`src/rtl/mult_seq_ctrl.sv`:
```
// ---------------------------------------------------------------------------
// mult_seq_ctrl
//   Sequencer for an iterative 32x32 -> 64-bit shift-add multiplier
//   (MULT/MULTU). One partial-product bit is retired per cycle using an
//   external 32-bit adder. The block owns the HI/LO result registers.
//
// Ports
//   Clk     in   1   clock, rising edge
//   Rst     in   1   asynchronous reset, active-low
//   Start   in   1   request, sampled in IDLE only
//   Signed  in   1   1 = MULT (two's complement), 0 = MULTU
//   A       in   32  multiplicand, captured on the Start edge
//   B       in   32  multiplier, captured on the Start edge
//   Abort   in   1   flush; cancels the operation in flight
//   AddA    out  32  adder operand A (zero outside ITER)
//   AddB    out  32  adder operand B (zero outside ITER)
//   AddSum  in   32  combinational AddA+AddB from the external adder
//   Busy    out  1   high in LOAD/ITER/FIX/DONE
//   Done    out  1   one-cycle pulse, Hi/Lo valid from this cycle on
//   Hi      out  32  product[63:32]
//   Lo      out  32  product[31:0]
// ---------------------------------------------------------------------------
module mult_seq_ctrl #(
  parameter bit SIGNED_EN  = 1'b1,
  parameter bit EARLY_ZERO = 1'b0
) (
  input  logic        Clk,
  input  logic        Rst,
  input  logic        Start,
  input  logic        Signed,
  input  logic [31:0] A,
  input  logic [31:0] B,
  input  logic        Abort,
  output logic [31:0] AddA,
  output logic [31:0] AddB,
  input  logic [31:0] AddSum,
  output logic        Busy,
  output logic        Done,
  output logic [31:0] Hi,
  output logic [31:0] Lo
);

  typedef enum logic [2:0] {
    ST_IDLE = 3'd0,
    ST_LOAD = 3'd1,
    ST_ITER = 3'd2,
    ST_FIX  = 3'd3,
    ST_DONE = 3'd4
  } state_t;

  // Magnitude of a 32-bit operand; 0x80000000 maps onto itself, which is
  // the correct magnitude once read as unsigned.
  function automatic logic [31:0] abs_mag(input logic [31:0] x, input logic sgn);
    abs_mag = (sgn && x[31]) ? (32'd0 - x) : x;
  endfunction

  // 64-bit two's complement negation.
  function automatic logic [63:0] neg64(input logic [63:0] x);
    neg64 = 64'd0 - x;
  endfunction

  state_t      state_r, state_nxt_s;
  logic [31:0] a_r, a_nxt_s;
  logic [31:0] b_r, b_nxt_s;
  logic        sgn_r, sgn_nxt_s;
  logic [31:0] mcand_r, mcand_nxt_s;
  logic [31:0] p_hi_r, p_hi_nxt_s;
  logic [31:0] p_lo_r, p_lo_nxt_s;
  logic        neg_r, neg_nxt_s;
  logic [4:0]  cnt_r, cnt_nxt_s;
  logic [31:0] hi_r, hi_nxt_s;
  logic [31:0] lo_r, lo_nxt_s;
  logic        busy_r, done_r;
  logic [31:0] add_a_r, add_b_r;
  logic        carry_s;
  logic [63:0] fix_s;

  assign AddA = add_a_r;
  assign AddB = add_b_r;
  assign Busy = busy_r;
  assign Done = done_r;
  assign Hi   = hi_r;
  assign Lo   = lo_r;

  // Carry out of the external 32-bit add, recovered from the operand and sum MSBs.
  always_comb begin
    carry_s = (AddA[31] & AddB[31]) | ((AddA[31] | AddB[31]) & ~AddSum[31]);
    fix_s   = neg_r ? neg64({p_hi_r, p_lo_r}) : {p_hi_r, p_lo_r};
  end

  // Next-state and datapath update logic.
  always_comb begin
    state_nxt_s = state_r;
    a_nxt_s     = a_r;
    b_nxt_s     = b_r;
    sgn_nxt_s   = sgn_r;
    mcand_nxt_s = mcand_r;
    p_hi_nxt_s  = p_hi_r;
    p_lo_nxt_s  = p_lo_r;
    neg_nxt_s   = neg_r;
    cnt_nxt_s   = cnt_r;
    hi_nxt_s    = hi_r;
    lo_nxt_s    = lo_r;
    case (state_r)
      ST_IDLE: begin
        // Abort outranks a simultaneous Start.
        if (Start && !Abort) begin
          a_nxt_s     = A;
          b_nxt_s     = B;
          sgn_nxt_s   = Signed & SIGNED_EN;
          state_nxt_s = ST_LOAD;
        end else begin
          state_nxt_s = ST_IDLE;
        end
      end
      ST_LOAD: begin
        if (Abort) begin
          state_nxt_s = ST_IDLE;
        end else begin
          mcand_nxt_s = abs_mag(a_r, sgn_r);
          p_lo_nxt_s  = abs_mag(b_r, sgn_r);
          p_hi_nxt_s  = 32'd0;
          neg_nxt_s   = sgn_r & (a_r[31] ^ b_r[31]);
          cnt_nxt_s   = 5'd0;
          if (EARLY_ZERO && ((a_r == 32'd0) || (b_r == 32'd0))) begin
            p_lo_nxt_s  = 32'd0;
            state_nxt_s = ST_FIX;
          end else begin
            state_nxt_s = ST_ITER;
          end
        end
      end
      ST_ITER: begin
        if (Abort) begin
          state_nxt_s = ST_IDLE;
        end else begin
          {p_hi_nxt_s, p_lo_nxt_s} = {carry_s, AddSum, p_lo_r[31:1]};
          cnt_nxt_s = cnt_r + 5'd1;
          if (cnt_r == 5'd31) begin
            state_nxt_s = ST_FIX;
          end else begin
            state_nxt_s = ST_ITER;
          end
        end
      end
      ST_FIX: begin
        if (Abort) begin
          state_nxt_s = ST_IDLE;
        end else begin
          {hi_nxt_s, lo_nxt_s} = fix_s;
          state_nxt_s = ST_DONE;
        end
      end
      ST_DONE: begin
        // Results are already committed; Abort is irrelevant here.
        state_nxt_s = ST_IDLE;
      end
      default: begin
        state_nxt_s = ST_IDLE;
      end
    endcase
  end

  // State, datapath and result registers.
  always_ff @(posedge Clk or negedge Rst) begin
    if (!Rst) begin
      state_r <= ST_IDLE;
      a_r     <= 32'd0;
      b_r     <= 32'd0;
      sgn_r   <= 1'b0;
      mcand_r <= 32'd0;
      p_hi_r  <= 32'd0;
      p_lo_r  <= 32'd0;
      neg_r   <= 1'b0;
      cnt_r   <= 5'd0;
      hi_r    <= 32'd0;
      lo_r    <= 32'd0;
    end else begin
      state_r <= state_nxt_s;
      a_r     <= a_nxt_s;
      b_r     <= b_nxt_s;
      sgn_r   <= sgn_nxt_s;
      mcand_r <= mcand_nxt_s;
      p_hi_r  <= p_hi_nxt_s;
      p_lo_r  <= p_lo_nxt_s;
      neg_r   <= neg_nxt_s;
      cnt_r   <= cnt_nxt_s;
      hi_r    <= hi_nxt_s;
      lo_r    <= lo_nxt_s;
    end
  end

  // Registered status and adder operands, decoded from the upcoming state so
  // that in ITER AddA/AddB already reflect the current partial product.
  always_ff @(posedge Clk or negedge Rst) begin
    if (!Rst) begin
      busy_r  <= 1'b0;
      done_r  <= 1'b0;
      add_a_r <= 32'd0;
      add_b_r <= 32'd0;
    end else begin
      busy_r  <= (state_nxt_s != ST_IDLE);
      done_r  <= (state_nxt_s == ST_DONE);
      add_a_r <= (state_nxt_s == ST_ITER) ? p_hi_nxt_s : 32'd0;
      add_b_r <= ((state_nxt_s == ST_ITER) && p_lo_nxt_s[0]) ? mcand_nxt_s : 32'd0;
    end
  end

endmodule

```
`config.mk`:
```
export PLATFORM = sky130hd
export DESIGN_NAME = mult_seq_ctrl
export DESIGN_NICKNAME = d
export VERILOG_FILES = /design/src/rtl/mult_seq_ctrl.sv
export SDC_FILE = /design/constraint.sdc
export NUM_CORES = 1
export LEC_CHECK = 0
export CAP_MARGIN = 25
export CORE_ASPECT_RATIO = 1.75
export CORE_MARGIN = 2
export CORE_UTILIZATION = 35
export CTS_BUF_LIST = sky130_fd_sc_hd__clkbuf_8
export CTS_CLUSTER_SIZE = 16
export DETAILED_ROUTE_END_ITERATION = 8
export GPL_TIMING_DRIVEN = 0
export HOLD_SLACK_MARGIN = 0.1
export PLACE_DENSITY = 0.54
export SLEW_MARGIN = 20
export SYNTH_ARGS = -nofsm -noshare
export SYNTH_HDL_FRONTEND = slang
export SYNTH_SLANG_ARGS = --single-unit
export TNS_END_PERCENT = 100
```
`constraint.sdc`:
```
create_clock -name Clk -period 4.4 [get_ports Clk]
set_clock_uncertainty 0.1 [all_clocks]
set_input_delay 0.66 -clock Clk [delete_from_list [all_inputs] [get_ports Clk]]
set_output_delay 0.66 -clock Clk [all_outputs]
set_load 0.05 [all_outputs]
```
======== Word-level counts from Yosys, hierarchy flattened ========
Cells that the tools add are included.
operators by class
  reduce and logical (&&, ||, !) cells .... 12
  $add $sub $neg .......................... 4
  bitwise logic cells ..................... 8
  eq/ne operators ......................... 8
  muxes and demuxes ....................... 22
operators by type and width
  operator                                                             number
  32-bit two-way mux                                                   10
  32-bit case mux with 2 select lines                                  2
  64-bit two-way mux                                                   1
  1-bit by 32-bit subtractor with 32-bit output, first input constant  2
  1-bit by 64-bit subtractor with 64-bit output, first input constant  1
  3-bit case mux with 4 select lines                                   1
  5-bit two-way mux                                                    2
  5-bit case mux with 2 select lines                                   1
  3-bit by 2-bit == test with 1-bit output, second input constant      3
  2-bit AND reduction                                                  3
  5-bit by 1-bit adder with 5-bit output, second input constant        1
  5-bit == test, second input constant                                 1
  1-bit logical AND                                                    4
  2-bit two-way mux                                                    2
  2-bit != test, second input constant                                 2
  1-bit AND                                                            3
  3-bit by 1-bit == test with 1-bit output, second input constant      1
  3-bit == test, second input constant                                 1
  3-bit zero test                                                      1
  3-bit two-way mux                                                    1
  3-bit AND reduction                                                  1
  3-bit nonzero test                                                   1
  1-bit two-way mux                                                    2
  1-bit NOT                                                            2
  other kinds (4)                                                      5
word-level totals
  bits of input ports ..................... 101
  register bits ........................... 300
  logic and storage cells ................. 70
  output and inout bits ................... 130

======== Depth between registers and ports, before layout ========
  depth in word-level cells ............... 7
  gate-level depth with buffers ........... 9
  depth with buffers taken out ............ 8

======== Worst setup path after synthesis ========
Ideal clock, no wire load.
  path type ............................... reg2reg
  start ................................... register p_hi_r[16]
  end ..................................... register hi_r[30] (netlist: Hi[30])
  period minus slack after synthesis ...... 2,645 ps
  slack ................................... 1,755 ps
  setup time .............................. 131 ps
  path buffers ............................ 0
  arrival ................................. 2,413 ps
  cell stages (with the launch flop) ...... 7
  data required time ...................... 4,169 ps
  cells stage by stage .................... dfrtp_1 -> or4_4 -> or4_4 -> or4_1 -> o31ai_2 -> xor2_1 -> o21ai_1
between the ends
  cells in the longest elaborated chain, start to end .. 2
ends and longest elaborated chain
  item                                           line  text
  from (decl)                                    67    logic [31:0] p_hi_r, p_hi_nxt_s;
  from (signal assigned)                         184   p_hi_r <= p_hi_nxt_s;
  1-bit by 64-bit subtractor with 64-bit output  59    neg64 = 64'd0 - x;
  64-bit two-way mux                             88    fix_s = neg_r ? neg64({p_hi_r, p_lo_r}) : {p_hi_r, p_lo_r};
  to (signal assigned)                           188   hi_r <= hi_nxt_s;
  to (decl)                                      71    logic [31:0] hi_r, hi_nxt_s;
Every way passes these cells.
A chain may end at the register's enable or synchronous reset.

======== Final worst setup path ========
  start ................................... register p_lo_r[5]
  end ..................................... register hi_r[17] (netlist: Hi[17])
between the ends
  cells in the longest elaborated chain, start to end .. 2
ends and longest elaborated chain
  item                                           line  text
  from (decl)                                    68    logic [31:0] p_lo_r, p_lo_nxt_s;
  from (signal assigned)                         185   p_lo_r <= p_lo_nxt_s;
  1-bit by 64-bit subtractor with 64-bit output  59
  64-bit two-way mux                             88
Every way passes these cells.

==> impl_metrics.csv <==
group,metric,value,unit
clock_network,cts_hold_buf,1,
worst_setup_path,cp_data_required_time,4.76,ns
synthesis,avgSynthCellArea,10.8,um^2
worst_setup_path,worstSetupStartpointType,"register",
synthesis,ys.flop_type,"dfrtp_1",
worst_setup_path,worstSetupEndpointType,"register",
floorplanning,die_w,153,um
clock_network,clkLatencyLatePin,0.60,ns
timing,tightest_slew,1.08,ns
grt,grt_pass1_vias,11400,
detailed_routing,drt-initial-drc-count,467,
timing,worst_slack,0.884,ns
timing,setup_viol,0,
finish,final_cell_count_no_fill,2074,
synthesis,synth_nets,1373,
timing,hold_violations,0,
floorplanning,fp.coreArea,38400,um^2
synthesis,ys_seq_area_share,55.1,%
detailed_routing,wl_per_cell,20.0,um
detailed_routing,vias_per_cell,5.17,
synthesis,ys_top_cells_by_count,"dfrtp_1, o21ai_0, nand2_1",
place,place_ws,0.590,ns
synthesis,ys_types,52,
worst_setup_path,path_max_fanout,8,
hold_path,hold_class,"register to register",
clock_network,clockBufferDepth,3,
detailed_routing,drc_errors,0,
grt,grt_usage,20.6,%
place,place_congestion,0.843,
finish,fin_util,46.0,%
worst_setup_path,critical_path_class,"register to register",
synthesis,synth_area_leaders,"dfrtp_1, mux2_2, o21ai_0, xor2_1, nand2_1",
finish,drive_gt1_share,11.1,%
detailed_routing,dr.pass1.iters,5,
worst_setup_path,path_cells,"or4_4 -> nor3b_1 -> nand3_2 -> o41ai_1 -> xor2_1 -> o21ai_0",
floorplanning,rows,95,
clock_network,htreeDepth,2,
place,port_buffers,230,
floorplanning,ioPinCount,231,
grt,antenna_found_initial,1,
synthesis,yosysTopAreaCell,"dfrtp_1",
clock_network,cts_made_buffers,46,
timing,whs,0.377,ns
floorplanning,start_util,35.5,%
flow_run,maxCapViolations,0,
synthesis,syn-cell-area,13600,um^2
timing,slew_violations,0,
power,ir_worst_vdd,284,uV
clock_network,cts_sinks,300,
timing,slew_headroom,27.7,%
clock_network,clkTransAtPathRegs,0.07,ns
place,place_inst,1985,
grt,grt_pass1_wl,65500,um
floorplanning,die_area,40600,um^2
timing,period_minus_slack,3.52,ns
detailed_routing,vias,10700,
worst_setup_path,cp_slowest_stage_delay,0.89,ns
synthesis,synth_edf_count,0,
place,dp_hpwl,31500,um
finish,nNetsFinal,1657,
finish,synthToLayoutAreaGrowth,29.6,%
grt,grt_max_degree,97,
clock_network,clock-root-buffer,"clkbuf_8",
timing,fmax,0.284,GHz
detailed_routing,drtAntennaViolNets,0,
power,p_leak,7.54,nW
run_status,status,"complete, no violations",
timing,setup-tns-final,0,ns
synthesis,ys_ff_latch,300,
detailed_routing,wl,41600,um
power,power_density,607,nW/um^2
clock_network,post-cts-setup-buffer-count,0,
clock_network,cts-resized-gates,0,
worst_setup_path,crit_slowest_cell,"nor3b_1",
clock_network,cts_tree,"built",
synthesis,postSynthCellCount,1267,
synthesis,synth_top_area_share,55.1,%
timing,min_period_over_period,79.9,%
synthesis,synth_warnings,0,
timing,rsz0062_at_grt,"no",
floorplanning,die_h,265,um
synthesis,synth.most_common_cell,"dfrtp_1",
worst_setup_path,worstPathArrival,3.87,ns
synthesis,async_reset_ff_share,100,%
grt,overflow,0,
==> sequential cells by signal, indices dropped and copies added (netlist names), 3 cells and up <==
name and flops:
AddA 32, AddB 32, Hi 32, Lo 32, a_r 32, b_r 32
mcand_r 32, p_hi_r 32, p_lo_r 32, cnt_r 5, state_r 3
==> final timing paths <==
check                      slack, ns       to  cells past startpoint      start
hold / removal                  0.38   Lo[16]                      2     Lo[16]
hold reg to reg                 0.38   Lo[16]                      2     Lo[16]
setup / recovery                0.88   Hi[17]                      6  p_lo_r[5]
setup reg to reg                0.88   Hi[17]                      6  p_lo_r[5]
max in group asynchronous       2.53  a_r[18]                      4        Rst
min in group asynchronous       0.44    Lo[5]                      2        Rst
==> routing by layer <==
| layer | global-route usage, % | wire, um | share of wire (%) | vias up |
|---|---|---|---|---|
| met1 | 21.3 | 14800 | 36 | 5237 |
| li1 | - | - | - | 5098 |
| met4 | 8.73 | 1710 | 4.1 | 0 |
| met3 | 4.14 | 2160 | 5.2 | 96 |
| met5 | 0 | 0 | 0 | - |
| met2 | 39.7 | 22900 | 55 | 289 |
==> cells in the final DEF, fill, tap and decap left out, types with 15 or more instances in the layout <==
| cell type | instances |
|---|---|
| nor2_1 | 50 |
| nand3_1 | 21 |
| clkbuf_1 | 65 |
| nand2_1 | 133 |
| a22o_1 | 44 |
| mux2_2 | 66 |
| o31ai_1 | 22 |
| xnor2_1 | 28 |
| xor2_1 | 75 |
| and2_1 | 56 |
| inv_1 | 30 |
| clkbuf_8 | 62 |
| o21ai_0 | 141 |
| a21oi_1 | 36 |
| nor3_1 | 22 |
| clkdlybuf4s50_1 | 229 |
| a22oi_1 | 19 |
| or4_1 | 27 |
| dfrtp_1 | 300 |
| o41ai_1 | 15 |
==> final cells by class <==
class	count	area (um^2)
clock buffers	62	853
inverters	17	63.8
diodes	1	2.50
plain buffers	75	294
repair buffers	236	2410
fillers	3695	20700
clock inverters	23	158
multi-input cells	875	5770
well taps	485	607
flip-flops and latches	300	7510
==> metrics by stage <==
| step | power (mW) | area (um^2) |
|---|---|---|
| detailed placement | 8.28 | 16600 |
| CTS | 10.8 | 17700 |
| floorplan | 6.79 | 13600 |
| global route | 11.4 | 17700 |
| global placement | 8.23 | 16500 |
| finish | 10.7 | 17700 |
==> power by group <==
group / total, mW / leakage, nW / internal, mW / switching [mW]
combinational: 3.93 / 3.10 / 1.53 / 2.40
sequential: 4.28 / 3.87 / 3.52 / 0.760
clock: 2.52 / 0.573 / 1.38 / 1.14
total: 10.7 / 7.54 / 6.42 / 4.30
==> worst max-delay path, delay by kind of cell (launching register included) <==
kind	cells	cell delay, ns
and+or+nand+nor	3	1.89
AOI/OAI and AO/OA	2	0.77
xor gates and xnor gates	1	0.19
DFF	1	0.42
==> kinds of logic after synthesis <==
logic type	count (synthesis)	synth area share (%)
simple gates	375	14.3
buf+inv	92	2.62
compound gates	321	15.1
fa+ha+maj	5	0.459
mux	71	5.82
xor+xnor	103	6.62
flops	300	55.1
Note: power is estimated with default switching activity, not from simulation.
